<file path="src/rtl/restoring_div_ctrl.sv">
// Multi-cycle unsigned restoring divider: one shift-and-subtract step per clock,
// start/done handshake, registered results held until the next completion.
module restoring_div_ctrl #(
    parameter int                 WIDTH    = 4,
    parameter logic [WIDTH-1:0]   DBZ_QUOT = '1
) (
    input  logic             clk,
    input  logic             rst_n,
    input  logic             start,
    input  logic [WIDTH-1:0] dividend,
    input  logic [WIDTH-1:0] divisor,
    output logic             busy,
    output logic             done,
    output logic [WIDTH-1:0] quotient,
    output logic [WIDTH-1:0] remainder,
    output logic             div_by_zero
);

    localparam int CW = $clog2(WIDTH + 1);

    typedef enum logic [1:0] {IDLE, ITER, DONE} state_t;

    state_t           state_q, state_d;
    logic [WIDTH-1:0] quo_work_q, quo_work_d;
    logic [WIDTH-1:0] div_work_q, div_work_d;
    logic [WIDTH-1:0] rem_work_q, rem_work_d;
    logic [CW-1:0]    cnt_q, cnt_d;
    logic [WIDTH-1:0] quotient_q, quotient_d;
    logic [WIDTH-1:0] remainder_q, remainder_d;
    logic             dbz_q, dbz_d;

    logic [WIDTH:0]   shifted;
    logic [WIDTH:0]   diff;
    logic             borrow;
    logic [WIDTH-1:0] quo_next;
    logic [WIDTH-1:0] rem_next;

    always_ff @(posedge clk or negedge rst_n) begin
        if (!rst_n) begin
            state_q     <= IDLE;
            quo_work_q  <= '0;
            div_work_q  <= '0;
            rem_work_q  <= '0;
            cnt_q       <= '0;
            quotient_q  <= '0;
            remainder_q <= '0;
            dbz_q       <= 1'b0;
        end else begin
            state_q     <= state_d;
            quo_work_q  <= quo_work_d;
            div_work_q  <= div_work_d;
            rem_work_q  <= rem_work_d;
            cnt_q       <= cnt_d;
            quotient_q  <= quotient_d;
            remainder_q <= remainder_d;
            dbz_q       <= dbz_d;
        end
    end

    // The partial remainder stays below the divisor, so its extra MSB is always
    // zero and only WIDTH bits are stored; the subtraction itself is WIDTH+1 wide.
    always_comb begin
        shifted  = {rem_work_q, quo_work_q[WIDTH-1]};
        diff     = shifted - {1'b0, div_work_q};
        borrow   = diff[WIDTH];
        quo_next = {quo_work_q[WIDTH-2:0], ~borrow};
        rem_next = borrow ? shifted[WIDTH-1:0] : diff[WIDTH-1:0];

        state_d     = state_q;
        quo_work_d  = quo_work_q;
        div_work_d  = div_work_q;
        rem_work_d  = rem_work_q;
        cnt_d       = cnt_q;
        quotient_d  = quotient_q;
        remainder_d = remainder_q;
        dbz_d       = dbz_q;

        case (state_q)
            IDLE: begin
                if (start) begin
                    quo_work_d = dividend;
                    div_work_d = divisor;
                    rem_work_d = '0;
                    cnt_d      = '0;
                    if (divisor == '0) begin
                        quotient_d  = DBZ_QUOT;
                        remainder_d = dividend;
                        dbz_d       = 1'b1;
                        state_d     = DONE;
                    end else begin
                        state_d = ITER;
                    end
                end
            end
            ITER: begin
                quo_work_d = quo_next;
                rem_work_d = rem_next;
                cnt_d      = cnt_q + CW'(1);
                if (cnt_q == CW'(WIDTH - 1)) begin
                    quotient_d  = quo_next;
                    remainder_d = rem_next;
                    dbz_d       = 1'b0;
                    state_d     = DONE;
                end
            end
            DONE: begin
                state_d = IDLE;
            end
            default: begin
                state_d = IDLE;
            end
        endcase
    end

    always_comb begin
        busy        = (state_q != IDLE);
        done        = (state_q == DONE);
        quotient    = quotient_q;
        remainder   = remainder_q;
        div_by_zero = dbz_q;
    end

endmodule

</file>
<file path="config.mk">
export PLATFORM = sky130hd
export DESIGN_NAME = restoring_div_ctrl
export DESIGN_NICKNAME = d
export VERILOG_FILES = /design/src/rtl/restoring_div_ctrl.sv
export SDC_FILE = /design/constraint.sdc
export NUM_CORES = 1
export LEC_CHECK = 0
export CAP_MARGIN = 10
export CELL_PAD_IN_SITES_DETAIL_PLACEMENT = 0
export CELL_PAD_IN_SITES_GLOBAL_PLACEMENT = 1
export CORE_ASPECT_RATIO = 0.8
export CORE_MARGIN = 5
export CORE_UTILIZATION = 37
export DETAILED_ROUTE_END_ITERATION = 10
export GPL_TIMING_DRIVEN = 0
export PLACE_DENSITY = 0.78
export SETUP_SLACK_MARGIN = 0.2
export SKIP_LAST_GASP = 1
export SYNTH_ARGS = -nofsm -noshare
export SYNTH_HDL_FRONTEND = slang
export SYNTH_SLANG_ARGS = --single-unit
</file>
<file path="constraint.sdc">
create_clock -name clk -period 2.12 [get_ports clk]
set_clock_uncertainty 0.05 [all_clocks]
set_input_delay 0.424 -clock clk [delete_from_list [all_inputs] [get_ports clk]]
set_output_delay 0.424 -clock clk [all_outputs]
set_load 0.005 [all_outputs]
</file>
After elaboration in Yosys (flattened, before gate mapping)
Index checks and enable logic that the tools add are counted.
Storage, ports and cells
  bits in registers: 26
  bits of input ports: 11
  output and inout port bits: 11
Operators by class
  add/subtract/negate cells: 2
  eq/ne operators: 6
  multiplexer cells: 23
  bitwise gates (word level): 1
  reductions and logical operators: 8
Operators by type and width (number)
  $mux 4: 9
  $pmux 4 s2: 4
  $mux 2: 3
  $ne 2x2->1 const B: 3
  $pmux 3 s2: 1
  $reduce_and 2->1: 3
  $sub 5x4->5: 1
  $logic_not 4->1: 1
  $pmux 2 s2: 1
  $reduce_and 4->1: 1
  $reduce_bool 2->1: 2
  $add 3x1->3 const B: 1
  $eq 3x2->1 const B: 1
  $mux 1: 3
  $mux 3: 1
  $eq 2x1->1 const B: 1
  $eq 2x2->1 const B: 1
  $logic_not 2->1: 1
  $pmux 1 s2: 1
  $not 1->1: 1

Depth between registers and ports, before layout
  depth in word-level cells: 4
  gate-level depth with buffers: 8

Worst setup path before layout
Ideal clock, no wire load.
  path type: register to register
  start: reg quo_work_q[3]
  end: reg remainder_q[2] (netlist: remainder[2])
  data arrival time: 1.947 ns
  slack: -0.008 ns
  cell stages (with the launch flop): 9
  buffers on the path: 0
  period minus slack after synthesis: 2.128 ns
  path through: dfrtp_1 -> inv_1 -> ha_1 -> fa_1 -> nand2b_2 -> o2bb2ai_4 -> and4_1 -> a2111oi_2 -> a21oi_1
On the way
  word-level cells in the longest chain between the ends: 4
RTL lines
  start: declaration: line 24  | logic [WIDTH-1:0] quo_work_q, quo_work_d;
  start signal: assignment: line 50  | quo_work_q <= quo_work_d;
  $sub 5x4->5: line 64  | diff = shifted - {1'b0, div_work_q};
  $mux 4: line 67  | rem_next = borrow ? shifted[WIDTH-1:0] : diff[WIDTH-1:0];
  $mux 4: line 99  | if (cnt_q == CW'(WIDTH - 1)) begin
  $pmux 4 s2: line 78  | case (state_q)
  end signal: assignment: line 55  | remainder_q <= remainder_d;
  end: declaration: line 29  | logic [WIDTH-1:0] remainder_q, remainder_d;
No other way between the ends. The select of a mux whose other input is x is not followed.
A chain may end at the register's enable or synchronous reset.

Worst setup path in the final report
Same ends and word-level chain as after synthesis.

==> flow_summary.ini <==
[timing]
finalCritPeriodShare_pct = 96.2
fin_crit_ns = 2.04
setup_violations = 0
grt_setup_unrepaired = true
final-hold-violation-count = 0
fin_tns_setup_ns = 0
worst_slew_pin_slew_ns = 0.604
relSlewSlack_pct = 59.7
fmax_ghz = 0.491
drv_slew = 0

[clocking]
clk_pin_slew_ns = 0.09
clockRootBuffer = clkbuf_8
clockBufferDepth = 2
cts_num_sinks = 26
cts_max_level = 1
cts_tree = built
cts_buffers = 3
insertion_delay_ns = 0.27

[global_route]
gr-usage-all-layers_pct = 13.3
antenna_found_initial = 0
grt_start_max_net_pins = 27
grt.overflow.total = 0
grt_pass1_vias = 1091
grt_pass1_wl_um = 5400

[setup_path]
path_class = reg2reg
critPathMaxFanout = 5
cpPeakStageDelay_ns = 0.39
crit_path_start = quo_work_q[3]
cp.arrival_ns = 2.15
r2r_start = quo_work_q[3]
startpoint_type = flip-flop
cp_cell_sequence = inv_2 -> ha_4 -> fa_2 -> nand2b_4 -> o2bb2ai_4 -> and4_4 -> a2111oi_4 -> a21oi_1
required_ns = 2.23
cp-end-kind = flip-flop
cpMaxStageDelayCell = dfrtp_1

[placement]
io_buffers = 21
place.gp.congestion = 0.786
dpl-instance-area_um2 = 1740
dpl.hpwl_um = 2360

[finish]
syn2layout_area_growth_pct = 28.8
final.fill_count = 364
diodes = 0
regArea_um2 = 651
fin_nets = 185
layout-drive-gt1-share_pct = 20.6
final_area_um2 = 1870
multi_input_area_um2 = 810

[status]
status = completed

[drt]
vias = 1100
vias_per_cell = 5.00
drt-pass1-iter-count = 4
ant_nets = 0
wirelength_um = 3210
wl_per_cell_um = 14.6
drt-initial-drc-count = 46
drc_errors = 0

[logic_synthesis]
synth-edff-count = 0
syn_area_per_cell_um2 = 10.5
synthCells = 138
yosysMostFrequentCell = dfrtp_1
synth-main-ff-cell = dfrtp_1
async_reset_ff_share_pct = 100
yosysTopAreaCellShare_pct = 44.8
synthDistinctLibCells = 43
synthesis.nets = 156
synth-seq-cells = 26
netlist_area_um2 = 1450
yosysTopAreaCell = dfrtp_1
yosysSeqAreaShare_pct = 44.8
synth.area.top_cells = dfrtp_1 (45%), ha_1 (5.2%), nand2_1 (4.7%), a41oi_2 (3.4%), nor2_1 (2.6%)
ys_top_cells_by_count = dfrtp_1 (26), nand2_1 (18), nor2_1 (10)
yosys_warnings = 0

[pwr]
netSwitchingFraction_pct = 40.5
intPower_mw = 1.91
power_density_nw_per_um2 = 1720
switchingPower_mw = 1.30
p_total_mw = 3.21
ir_drop_mv = 0.674
total_leakage_power_nw = 0.770
p_seq_share_pct = 28.4
power_frac_comb_pct = 62.9
pwr-share-clk_pct = 8.6

[floorplanning]
start_util_pct = 38.2
coreArea_um2 = 3800
die_h_um = 66.0
die_area_um2 = 5290
io_pins = 22
die_w_um = 80.1
rows = 20

[hold_path]
holdCritPathClass = in2async

[flow_run]
cap_violations = 0
-- per-stage QoR --
| stage | util [%] | worst slack, ns | hold slack [ns] | cells |
|---|---|---|---|---|
| 2_1_floorplan | - | 0.160 | 0.0784 | 138 |
| 3_3_place_gp | 45.8 | 0.0197 | 0.418 | 214 |
| 3_5_place_dp | 45.8 | -0.00840 | 0.430 | 214 |
| 4_1_cts | 48.5 | 0.105 | 0.450 | 220 |
| 5_1_grt | 49.2 | -0.0240 | 0.160 | 220 |
| 6_report | 49.2 | 0.0813 | 0.102 | 220 |
-- kinds of logic (layout without fill, tap and decap cells) --
logic type / after synthesis / after routing / synth area share, %
AND/OR/NAND/NOR: 52 / 52 / 19.5
AO/OA/AOI/OAI: 34 / 34 / 20.0
flip-flops: 26 / 26 / 44.8
buffers and inverters: 13 / 40 / 4.74
adder cells (fa/ha/maj): 7 / 7 / 6.55
XOR/XNOR: 3 / 3 / 2.33
multiplexers: 3 / 3 / 2.15
-- layout make-up --
class                   instances  area share (%)
multi-input cells              99            43.3
clock buffers                   3            2.21
flip-flops and latches         26            34.8
well taps                      55            3.68
repair buffers                 24            12.4
plain buffers                   6            2.27
inverters                       7            1.40
-- worst max-delay path: cells and delay by family, from the launching register on --
kind | cells | cell delay [ns]
fa+ha+maj | 2 | 0.50
flops | 1 | 0.39
simple gates | 2 | 0.34
buf+inv | 1 | 0.07
compound gates | 3 | 0.58
-- power by group through the flow --
stage               logic (mW)  registers [mW]  clock network (mW)
floorplan                 1.25           0.879                   0
global route              2.22           0.950               0.303
finish                    2.02           0.914               0.278
detailed placement        1.74           0.913                   0
CTS                       1.95           0.911               0.292
global placement          1.72           0.900                   0
-- routing by layer --
layer | GRT usage [%] | part of all wire [%] | vias to the layer above
met5 | 0 | 0 | -
met2 | 21.1 | 47 | 16
met3 | 2.59 | 2.8 | 4
met1 | 18.6 | 50 | 530
met4 | 3.80 | 0.65 | 0
li1 | - | - | 550
-- registers in the layout, summed over array words and instances, names as in the netlist --
signal / cells
quo_work_q: 4
state_q: 2
rem_work_q: 4
div_work_q: 4
cnt_q: 3
quotient: 4
remainder: 4
div_by_zero: 1
-- placed cells by master (no fill, tap or decap), types with 2 or more instances in the layout --
cell	n
clkdlybuf4s50_1	20
clkbuf_8	3
a41oi_2	3
buf_2	2
inv_1	6
nand3_1	6
ha_1	5
dfrtp_1	26
o211ai_1	3
nor2_2	2
nor2b_1	3
nor4_1	2
nand2b_4	2
nor2_1	9
o21ai_1	6
o21ai_0	5
buf_6	2
a21oi_1	4
nand2_1	18
and3b_1	2
o22a_1	4
buf_4	5
-- path summary, 6_finish.rpt --
| check | to | slack [ns] | depth (start not counted) |
|---|---|---|---|
| setup / recovery | remainder[2] | 0.08 | 8 |
| hold / removal | div_work_q[2] | 0.10 | 1 |
| setup reg to reg | remainder[2] | 0.08 | 8 |
| hold reg to reg | quotient[0] | 0.44 | 1 |
| max in group asynchronous | remainder[1] | 1.52 | 1 |
| min in group clk | quotient[0] | 0.44 | 1 |
-- repair_timing --
item                       in CTS  in global routing
setup buffers                   3                  0
pin swaps                       7                  5
resized for setup               7                  5
hold buffers                    0                  0
setup endpoints to repair       9                 12
Note: power is estimated with default switching activity, not from simulation.
==> RTL change 1, RTL diff (same settings) <==
Register the output `done`, without a reset; this adds one clock of latency there. The other outputs are not delayed to match. Comments in the files are not updated.
--- a/src/rtl/restoring_div_ctrl.sv
+++ b/src/rtl/restoring_div_ctrl.sv
@@ -19,6 +19,8 @@
     localparam int CW = $clog2(WIDTH + 1);
 
     typedef enum logic [1:0] {IDLE, ITER, DONE} state_t;
+
+    logic done_d;
 
     state_t           state_q, state_d;
     logic [WIDTH-1:0] quo_work_q, quo_work_d;
@@ -114,11 +116,15 @@
 
     always_comb begin
         busy        = (state_q != IDLE);
-        done        = (state_q == DONE);
+        done_d      = (state_q == DONE);
         quotient    = quotient_q;
         remainder   = remainder_q;
         div_by_zero = dbz_q;
     end
 
+    always_ff @(posedge clk) begin
+        done <= done_d;
+    end
+
 endmodule
 
Function: changed (a bounded check fails within 4 cycles, from zero or initial values and one cycle with rst_n low).
==> RTL change 1 against the original RTL <==
  * Worst setup slack got worse by 0.021 ns
  * Sequential cell count rose by 1
  * Final cell count rose by 1.8%
  * Cell area rose by 3.4%
  * Combinational power rose by 8%
  * Area after synthesis rose by 0.86%
  * Routed wire length barely moved
  * Power rose by 6.7%
  * Non-clock buffer count rose by 4
==> RTL change 1: results <==
export IMPL_status="completed"
export IMPL_power_density_nw_per_um2=1770
export IMPL_grt_pass1_wl_um=5630
export IMPL_postCtsSetupRepairBufs=4
export IMPL_fin_nets=188
export IMPL_whs_ns=0.0947
export IMPL_multi_input_area_share_pct=41.5
export IMPL_synthArstFlopShare_pct=96.3
export IMPL_tightestPinTransition_ns=0.589
export IMPL_grt_pass1_vias=1124
export IMPL_syn_num_nets=155
export IMPL_clkCellAreaFrac_pct=2.39
export IMPL_dp_hpwl_um=2350
export IMPL_muxShareOfSynthArea_pct=2.13
export IMPL_ys_top_cells_by_count="26 x dfrtp_1, 17 x nand2_1, 11 x nor2_1"
export IMPL_leakagePower_uw=0.000805
export IMPL_rrSetupSlack_ns=0.06
export IMPL_num_nonclk_buffers=34
export IMPL_inv_count=7
export IMPL_synthTopCellsByArea="dfrtp_1 44%, ha_1 5.1%, nand2_1 4.4%"
export IMPL_firstDrtPassIters=5
export IMPL_cts_resized=3
export IMPL_final_layout_size_suffix_gt1_share_pct=23.1
export IMPL_max_vdd_ir_drop_uv=731
export IMPL_grt_usage_pct=13.6
export IMPL_multi_input_gates=97
export IMPL_path_delay_family="adder cells"
export IMPL_yosysSeqAreaShare_pct=45.8
export IMPL_pwr_share_comb_pct=63.8
export IMPL_synthAdderAreaFrac_pct=6.49
export IMPL_synth_compound_area_share_pct=19.8
export IMPL_period_share_pct=97.1
export IMPL_drt_wl_total_um=3210
export IMPL_synth_seq_cells=27
export IMPL_clkPwrFrac_pct=8.8
export IMPL_vias=1150
export IMPL_syn_inst=137
export IMPL_synth_xor_area_share_pct=2.31
export IMPL_hold_path_class="input port to async pin"
export IMPL_routedWlPerCell_um=14.3
export IMPL_seq_share_pct=34.7
export IMPL_dpl_worst_slack_ns=-0.00485
export IMPL_drtIter0Drc=66
export IMPL_crit_fanout=5
export IMPL_synth_cell_types=44
export IMPL_utilization_pct=50.9
export IMPL_fillers=368
export IMPL_buf_share_pct=16.4
export IMPL_cts_buffer_depth=2
==> RTL change 1: path summary, 6_finish.rpt <==
path / to / from / cells after the start
hold / removal: rem_work_q[0]$_DFFE_PN0P_ / rst_n / 1
setup reg to reg: remainder[3]$_DFFE_PN0P_ / quo_work_q[3]$_DFFE_PN0P_ / 9
hold reg to reg: quotient[1]$_DFFE_PN0P_ / quotient[1]$_DFFE_PN0P_ / 1
setup / recovery: remainder[3]$_DFFE_PN0P_ / quo_work_q[3]$_DFFE_PN0P_ / 9
max in group asynchronous: state_q[0]$_DFFE_PN0P_ / rst_n / 1
min in group clk: quotient[1]$_DFFE_PN0P_ / quotient[1]$_DFFE_PN0P_ / 1
==> RTL change 1: per-layer routing <==
| layer | up-vias | routed length [um] | GRT usage [%] |
|---|---|---|---|
| li1 | 554 | - | - |
| met1 | 567 | 1530 | 18.8 |
| met2 | 25 | 1500 | 22.0 |
| met3 | 4 | 174 | 3.41 |
| met4 | 0 | 18 | 1.90 |
| met5 | - | 0 | 0 |
==> RTL change 2, RTL diff (config.mk and constraints unchanged) <==
Without the edit above. Set the parameter `WIDTH` to 8 (it was 4).
--- a/src/rtl/restoring_div_ctrl.sv
+++ b/src/rtl/restoring_div_ctrl.sv
@@ -1,7 +1,7 @@
 // Multi-cycle unsigned restoring divider: one shift-and-subtract step per clock,
 // start/done handshake, registered results held until the next completion.
 module restoring_div_ctrl #(
-    parameter int                 WIDTH    = 4,
+    parameter int                 WIDTH    = 8,
     parameter logic [WIDTH-1:0]   DBZ_QUOT = '1
 ) (
     input  logic             clk,
Interface: changed (resized dividend, divisor, quotient and remainder); port bits go from 22 to 38. No check against the original RTL was run, so the function may have changed too.
==> RTL change 2 against the original RTL <==
  * The flow now finishes with violations (setup timing)
  * Sequential cell count up 21
  * Routed wire length rose by 96%
  * Global-route usage up 2.3 points
  * Sequential share of layout area grew 0.82 points
  * Worst setup slack got worse by 0.56 ns
  * Critical endpoint is now rem_work_q[7]$_DFFE_PN0P_
  * Via count increased by 92%
  * Critical path type unchanged
  * Cell area up 77%
  * Power up 89%
  * Area after synthesis grew 70%
==> RTL change 2: results <==
export IMPL_status="finished, violations left"
export IMPL_violations="setup timing"
export IMPL_muxShareOfSynthArea_pct=4.35
export IMPL_fin_ws_ns=-0.475
export IMPL_cts_buffers_inserted=5
export IMPL_max_stage_delay_ns=0.45
export IMPL_groute_layer_met2_usage_pct=22.7
export IMPL_numPortBuffers=37
export IMPL_relSlewSlack_pct=65.5
export IMPL_hold_buffers=1
export IMPL_syn_num_nets=278
export IMPL_r2r_cells=11
export IMPL_synth_cell_types=49
export IMPL_fin_nets=337
export IMPL_critPathArrivalTime_ns=2.71
export IMPL_cts_resized=19
export IMPL_dpl_worst_slack_ns=-0.858
export IMPL_postCtsSetupRepairBufs=8
export IMPL_dp_hpwl_um=4600
export IMPL_vias_per_cell=5.37
export IMPL_ys_top_cells_by_count="47 x dfrtp_1, 30 x o21ai_0, 21 x nor2_1"
export IMPL_drtIter0Drc=104
export IMPL_stdcell_count=393
export IMPL_dp_cells=371
export IMPL_grt_pass1_wl_um=10700
export IMPL_yosysSeqAreaShare_pct=47.6
export IMPL_route_met2_wl_um=2760
export IMPL_grt_pass1_vias=2106
export IMPL_slowest_stage="a221o_2"
export IMPL_met3_usage_pct=3.52
export IMPL_setup_violations=18
export IMPL_grt_usage_pct=15.7
export IMPL_regToRegStartpoint="quo_work_q[7]$_DFFE_PN0P_"
export IMPL_r2r_end="rem_work_q[7]$_DFFE_PN0P_"
export IMPL_max_vdd_ir_drop_uv=629
export IMPL_hold_path_class="flip-flop to flip-flop"
export IMPL_synthTopCellsByArea="dfrtp_1 48%, o21ai_0 6.1%, ha_1 4.6%"
export IMPL_clk_insertion_delay_late_ns=0.30
export IMPL_met3_length_um=281
==> RTL change 2: cell types whose count changed after synthesis, sizes merged, moves of 5 or more <==
cell,change
dfrtp,+21
o21ai,+19
a21oi,+12
clkbuf,+10
nor2,+10
a22oi,+7
a221oi,+6
nor2b,+6
inv,+5
mux2i,+5
nand3,-5
==> RTL change 2: power groups by stage <==
stage / logic [uW] / clock network [uW] / registers, uW
3_5_place_dp: 3080 / 0 / 1640
4_1_cts: 3610 / 676 / 1610
5_1_grt: 4150 / 734 / 1670
6_report: 3790 / 660 / 1620
3_3_place_gp: 3010 / 0 / 1620
2_1_floorplan: 2170 / 0 / 1580
==> RTL change 2: layout make-up <==
cell class	count	area (um2)
Buffer	13	87.6
Clock buffer	5	68.8
Clock inverter	3	43.8
Fill cell	619	3130
Inverter	12	45.0
Multi-Input combinational cell	177	1270
Sequential cell	47	1180
Tap cell	84	105
Timing Repair Buffer	52	510
